<file path="src/rtl/fuzz_stim_pkg.sv">
// Shared types, constants and the xorshift32 step for the fuzz stimulus engine.
package fuzz_stim_pkg;

    typedef enum logic [1:0] {IDLE, SETTLE, RUN, DONE} state_e;
    typedef enum logic [1:0] {MODE_RAND, MODE_WALK, MODE_CNT, MODE_RSVD} mode_e;

    localparam logic [31:0] MISR_POLY = 32'h04C11DB7;
    localparam logic [31:0] LANE_SALT = 32'h9E3779B9;

    // One xorshift32 step (13/17/5).
    function automatic logic [31:0] xorshift32(input logic [31:0] x);
        logic [31:0] y;
        y = x ^ (x << 13);
        y = y ^ (y >> 17);
        y = y ^ (y << 5);
        return y;
    endfunction

endpackage

</file>
<file path="src/rtl/fuzz_misr32.sv">
// 32-bit MISR: folds an OUT_W-wide response into 32 bits (XOR of 32-bit chunks,
// top chunk zero-padded) and shifts it into a CRC-32-polynomial register.
module fuzz_misr32
    import fuzz_stim_pkg::*;
#(
    parameter int OUT_W = 159
) (
    input  logic             clk,
    input  logic             rst_n,
    input  logic             clr,
    input  logic             en,
    input  logic [OUT_W-1:0] data,
    output logic [31:0]      sig
);
    localparam int NCH = (OUT_W + 31) / 32;

    logic [NCH*32-1:0] padded;
    logic [31:0]       fold;
    logic [31:0]       sig_d, sig_q;

    // Zero-pad the response and XOR its 32-bit chunks together.
    always_comb begin
        padded = '0;
        padded[OUT_W-1:0] = data;
        fold = '0;
        for (int i = 0; i < NCH; i++) fold = fold ^ padded[i*32 +: 32];
    end

    // Clear has priority over the shift/compress step.
    always_comb begin
        sig_d = sig_q;
        if (clr)
            sig_d = '0;
        else if (en)
            sig_d = {sig_q[30:0], 1'b0} ^ (sig_q[31] ? MISR_POLY : 32'h0) ^ fold;
    end

    // Signature register.
    always_ff @(posedge clk or negedge rst_n) begin
        if (!rst_n) sig_q <= '0;
        else        sig_q <= sig_d;
    end

    assign sig = sig_q;

endmodule

</file>
<file path="src/rtl/fuzz_stim_engine.sv">
// Stimulus-and-capture engine: drives in_flat for num_cycles RUN cycles and
// compresses out_flat into a MISR signature. Optional cycle trace output is
// enabled by defining FUZZ_STIM_TRACE_EN (simulation only).
module fuzz_stim_engine
    import fuzz_stim_pkg::*;
#(
    parameter int IN_W  = 155,
    parameter int OUT_W = 159,
    parameter int CYC_W = 32
) (
    input  logic             clk,
    input  logic             rst_n,
    input  logic             start,
    input  logic [31:0]      seed,
    input  logic [CYC_W-1:0] num_cycles,
    input  logic [1:0]       mode,
    output logic [IN_W-1:0]  in_flat,
    input  logic [OUT_W-1:0] out_flat,
    output logic             busy,
    output logic             done,
    output logic [CYC_W-1:0] cyc_count,
    output logic [31:0]      signature
);
    localparam int LANES = (IN_W + 31) / 32;
    localparam int IDX_W = (IN_W > 1) ? $clog2(IN_W) : 1;

    state_e                  state_d, state_q;
    mode_e                   mode_d, mode_q;
    logic [CYC_W-1:0]        num_d, num_q;
    logic [CYC_W-1:0]        cyc_d, cyc_q;
    logic [IN_W-1:0]         in_d, in_q;
    logic [IDX_W-1:0]        widx_d, widx_q;
    logic [LANES-1:0][31:0]  lanes_d, lanes_q;
    logic [LANES-1:0][31:0]  lanes_adv, lanes_seed;
    logic [LANES*32-1:0]     adv_flat;
    logic                    misr_clr, misr_en, load;

    // Per-lane next PRNG value and salted seed (a zero seed would lock xorshift at 0).
    always_comb begin
        for (int i = 0; i < LANES; i++) begin
            lanes_adv[i]  = xorshift32(lanes_q[i]);
            lanes_seed[i] = seed ^ (32'(i) * LANE_SALT);
            if (lanes_seed[i] == 32'h0) lanes_seed[i] = 32'h1;
        end
        adv_flat = lanes_adv;
    end

    // Next-state, run bookkeeping and stimulus vector selection.
    always_comb begin
        state_d  = state_q;
        mode_d   = mode_q;
        num_d    = num_q;
        cyc_d    = cyc_q;
        in_d     = in_q;
        widx_d   = widx_q;
        lanes_d  = lanes_q;
        misr_clr = 1'b0;
        misr_en  = 1'b0;
        load     = 1'b0;
        case (state_q)
            IDLE: if (start) begin
                mode_d   = mode_e'(mode);
                num_d    = num_cycles;
                cyc_d    = '0;
                widx_d   = '0;
                lanes_d  = lanes_seed;
                misr_clr = 1'b1;
                state_d  = SETTLE;
            end
            SETTLE: begin
                load    = (num_q != '0);
                state_d = (num_q != '0) ? RUN : DONE;
            end
            RUN: begin
                misr_en = 1'b1;
                cyc_d   = cyc_q + CYC_W'(1);
                if (cyc_d == num_q) state_d = DONE;
                else                load    = 1'b1;
            end
            default: state_d = IDLE;
        endcase
        // The vector index equals cyc_d: 0 in SETTLE, the new count in RUN.
        if (load) begin
            lanes_d = lanes_adv;
            widx_d  = (widx_q == IDX_W'(IN_W - 1)) ? '0 : widx_q + IDX_W'(1);
            case (mode_q)
                MODE_WALK: in_d = IN_W'(1'b1) << widx_q;
                MODE_CNT:  in_d = IN_W'(cyc_d);
                default:   in_d = adv_flat[IN_W-1:0];
            endcase
        end
    end

    // FSM state register.
    always_ff @(posedge clk or negedge rst_n) begin
        if (!rst_n) state_q <= IDLE;
        else        state_q <= state_d;
    end

    // Run configuration, counters, PRNG lanes and the stimulus register.
    always_ff @(posedge clk or negedge rst_n) begin
        if (!rst_n) begin
            mode_q  <= MODE_RAND;
            num_q   <= '0;
            cyc_q   <= '0;
            in_q    <= '0;
            widx_q  <= '0;
            lanes_q <= '0;
        end else begin
            mode_q  <= mode_d;
            num_q   <= num_d;
            cyc_q   <= cyc_d;
            in_q    <= in_d;
            widx_q  <= widx_d;
            lanes_q <= lanes_d;
        end
    end

    fuzz_misr32 #(.OUT_W(OUT_W)) u_misr (
        .clk   (clk),
        .rst_n (rst_n),
        .clr   (misr_clr),
        .en    (misr_en),
        .data  (out_flat),
        .sig   (signature)
    );

    assign in_flat   = in_q;
    assign cyc_count = cyc_q;
    assign busy      = (state_q == SETTLE) || (state_q == RUN);
    assign done      = (state_q == DONE);

`ifdef FUZZ_STIM_TRACE_EN
    // Per-cycle trace of stimulus/response and a completion line.
    always @(posedge clk) begin
        if (rst_n && state_q == RUN)
            $write("CYCLE=%0d IN=%b OUT=%b\n", cyc_q, in_q, out_flat);
        if (rst_n && state_q == DONE)
            $write("FUZZ_DONE cycles=%0d sig=%h\n", cyc_q, signature);
    end
`endif

endmodule

</file>
<file path="config.mk">
export PLATFORM = sky130hd
export DESIGN_NAME = fuzz_stim_engine
export DESIGN_NICKNAME = d
export VERILOG_FILES = /design/src/rtl/fuzz_stim_pkg.sv /design/src/rtl/fuzz_misr32.sv /design/src/rtl/fuzz_stim_engine.sv
export SDC_FILE = /design/constraint.sdc
export NUM_CORES = 1
export LEC_CHECK = 0
export CAP_MARGIN = 20
export CELL_PAD_IN_SITES_DETAIL_PLACEMENT = 2
export CELL_PAD_IN_SITES_GLOBAL_PLACEMENT = 2
export CORE_ASPECT_RATIO = 0.6
export CORE_MARGIN = 3
export CORE_UTILIZATION = 33
export DETAILED_ROUTE_END_ITERATION = 16
export HOLD_SLACK_MARGIN = 0.12
export PLACE_DENSITY = 0.86
export SLEW_MARGIN = 20
export SYNTH_ARGS = -nofsm -noshare
export SYNTH_HDL_FRONTEND = slang
export SYNTH_HIERARCHICAL = 1
export SYNTH_SLANG_ARGS = --single-unit
</file>
<file path="constraint.sdc">
create_clock -name clk -period 5.04 [get_ports clk]
set_input_delay 0.504 -clock clk [delete_from_list [all_inputs] [get_ports clk]]
set_output_delay 0.504 -clock clk [all_outputs]
set_load 0.02 [all_outputs]
</file>
==> impl_metrics.py <==
metrics = {
    "outcome": {
        "status": "finished clean",
    },
    "clock_tree": {
        "clk-insertion-delay-late_ns": 0.62,
        "cts_tree": "done",
        "clk_pin_slew_worst_paths_ns": 0.07,
        "cts_max_level": 2,
        "clockBufferDepth": 3,
        "cts_made_buffers": 46,
        "cts_setup_buffers": 0,
        "cts_root_buf": "clkbuf_16",
        "clock-sinks": 423,
    },
    "synthesis": {
        "yosysWarnings": 6,
        "synth_cell_type_count": 81,
        "synth.area.top_cells": "dfrtp_1 42%, xnor2_1 11%, a21oi_1 4.9%",
        "ys_async_sr_fraction": 1.00,
        "synth_area_sq_um": 25300,
        "yosysMostFrequentCell": "dfrtp_1",
        "ys_seq_area_frac": 0.418,
        "netlist_instances": 2743,
        "synth_commonest_cells": "423 x dfrtp_1, 323 x xnor2_1, 311 x nand2_1",
        "ys_ff_latch": 423,
        "synth_ff_type": "dfrtp_1",
        "synth_nets": 2984,
        "synth_enable_flop_cells": 0,
        "syn_area_per_cell_sq_um": 9.24,
        "yosys.area.top_type": "dfrtp_1",
        "yosys.area.top_type_share": 0.418,
    },
    "die": {
        "pin_count": 449,
        "core.rowCount": 78,
        "core_sq_um": 75800,
        "die_x_um": 364,
        "start_util": 0.334,
        "die_y_um": 221,
        "dieArea_sq_um": 80200,
    },
    "sta": {
        "worst_pin_slew_ns": 1.28,
        "post-route-period-util": 0.977,
        "worst_slack_ns": 0.118,
        "final_hold_viol_count": 0,
        "tns_ns": 0,
        "relSlewSlack": 0.145,
        "setup_viol": 0,
        "fmax_ghz": 0.203,
        "grt_setup_unrepaired": "false",
        "slew_viol_final": 0,
        "fin_crit_ns": 4.92,
        "finClkSkew_ns": 0.0346,
    },
    "drt": {
        "drt-initial-drc-count": 2700,
        "vias": 24170,
        "via_per_inst": 5.85,
        "ant_nets": 0,
        "routed_wl_um": 125000,
        "wire_per_inst_um": 30.3,
        "drc": 0,
        "first_pass_iters": 6,
    },
    "global_routing": {
        "grt_overflow": 0,
        "grt_max_degree": 116,
        "grt_use_total": 0.307,
        "grt_pass1_wl_um": 182000,
        "grt_pass1_vias": 25739,
        "antenna_found_initial": 9,
    },
    "critical_path": {
        "end_kind": "flip-flop",
        "max_stage_delay_ns": 0.59,
        "arrival_ns": 5.39,
        "critPathMostFrequentCell": "nand3_1",
        "critical_path_required_ns": 5.51,
        "crit_type": "reg2reg",
        "path_max_fanout": 115,
        "crit_path_top_delay_cell": "or4_4",
        "path_cells": "ha_2, nand3_1, or4_4, or3_4, a32oi_1, nand3_1, or4_1, o41ai_4, a21boi_4, buf_12, buf_6, o21ai_0",
        "cp-start-kind": "flip-flop",
    },
    "job": {
        "max_cap_violations": 0,
    },
    "placement": {
        "hpwlAfterDp_um": 93000,
        "gp_congestion": 0.939,
        "dp.cells": 4046,
        "portBuffers": 448,
        "dp_slack_ns": 0.0176,
    },
    "final_layout": {
        "final_util": 0.430,
        "nets": 3336,
        "drive_gt1_frac": 0.0607,
        "area_growth_pct": 28.6,
        "fillCellCount": 8071,
        "final_cells": 4135,
    },
    "min_path": {
        "min_path_type": "in2reg",
    },
}
## what timing repair did
item | in CTS | in global routing
gates resized for setup | 1 | 4
gates cloned | 0 | 0
endpoints found under the hold margin | 82 | 0
setup endpoints to repair | 2 | 104
hold buffers | 1 | 0
## per-stage QoR
| stage | hold WS, ns | area (sq um) |
|---|---|---|
| 2_1_floorplan | 0.208 | 25300 |
| 3_3_place_gp | 0.510 | 30800 |
| 3_5_place_dp | 0.517 | 30800 |
| 4_1_cts | 0.384 | 32500 |
| 5_1_grt | 0.418 | 32600 |
| 6_report | 0.410 | 32600 |
## flip-flops by register name, summed over array words and instances, names as in the netlist
register and flops:
cyc_count 32, in_flat 155, lanes_q 160, mode_q 2
num_q 32, state_q 2, u_misr/sig 32, widx_q 8
## placed cells by master, fill, tap and decap left out, types with 9 or more instances in the layout
cell,count
a221oi_1,10
nor3_1,17
xnor2_1,323
xnor3_1,43
dfrtp_1,423
o21ai_0,204
buf_4,45
o22ai_1,15
a22o_1,10
mux2_2,13
nand3b_1,10
clkbuf_16,46
a21oi_1,245
nand2_1,310
bufinv_16,10
inv_1,32
nand2b_1,18
a31oi_1,10
clkbuf_8,11
nor2_1,240
and2_1,12
o211ai_1,11
nand4_1,23
clkdlybuf4s50_1,447
or4_1,9
and3_1,45
a222oi_1,14
nand3_1,46
a211oi_1,33
mux2i_1,11
xor2_1,136
nor4_1,25
a22oi_1,112
a21o_1,11
ha_1,10
buf_12,9
## cell families (layout without fill, tap and decap cells)
family / Yosys count / count (layout) / share of synthesized area
AO/OA/AOI/OAI: 724 / 724 / 0.175
XOR/XNOR: 511 / 511 / 0.206
AND/OR/NAND/NOR: 806 / 806 / 0.145
adder cells (fa/ha/maj): 13 / 13 / 0.00642
flip-flops: 423 / 423 / 0.418
multiplexers: 29 / 29 / 0.0126
buffers and inverters: 237 / 622 / 0.0381
other: 0 / 7 / 0
## worst max-delay path, delay by kind of cell, from the launching register on
kind	cells	cell delay [ns]
compound gates	4	1.37
fa+ha+maj	1	0.32
flops	1	0.49
simple gates	5	1.93
buf+inv	2	0.55
## layout make-up
cell class | instances | area [sq um] | share of cell area
Clock buffer | 61 | 1320 | 0.0404
Inverter | 36 | 138 | 0.00422
Multi-Input combinational cell | 2083 | 13900 | 0.426
Sequential cell | 423 | 10600 | 0.325
Antenna cell | 7 | 17.5 | 0.000538
Timing Repair Buffer | 505 | 5040 | 0.155
Tap cell | 1000 | 1250 | 0.0384
Clock inverter | 20 | 369 | 0.0113
## layer usage
layer  global-route usage  wire length, um  up-vias
met2                0.488            57500     1046
li1                     -                -    10250
met1                0.421            52800    12673
met4               0.0851             3450        2
met5                    0                7        -
met3               0.0712            11700      199
## final timing paths
kind / start / endpoint / slack [ns] / cells past startpoint
min in group asynchronous: rst_n / u_misr/sig[28] / 0.55 / 2
setup reg to reg: cyc_count[1] / lanes_q[99] / 0.12 / 12
hold reg to reg: in_flat[145] / in_flat[145] / 0.53 / 2
setup / recovery: cyc_count[1] / lanes_q[99] / 0.12 / 12
max in group asynchronous: rst_n / lanes_q[131] / 3.24 / 3
hold / removal: num_cycles[27] / num_q[27] / 0.41 / 3
Power is not shown: default switching activity piles up to over one toggle a cycle in this logic, so the estimate is an artifact.
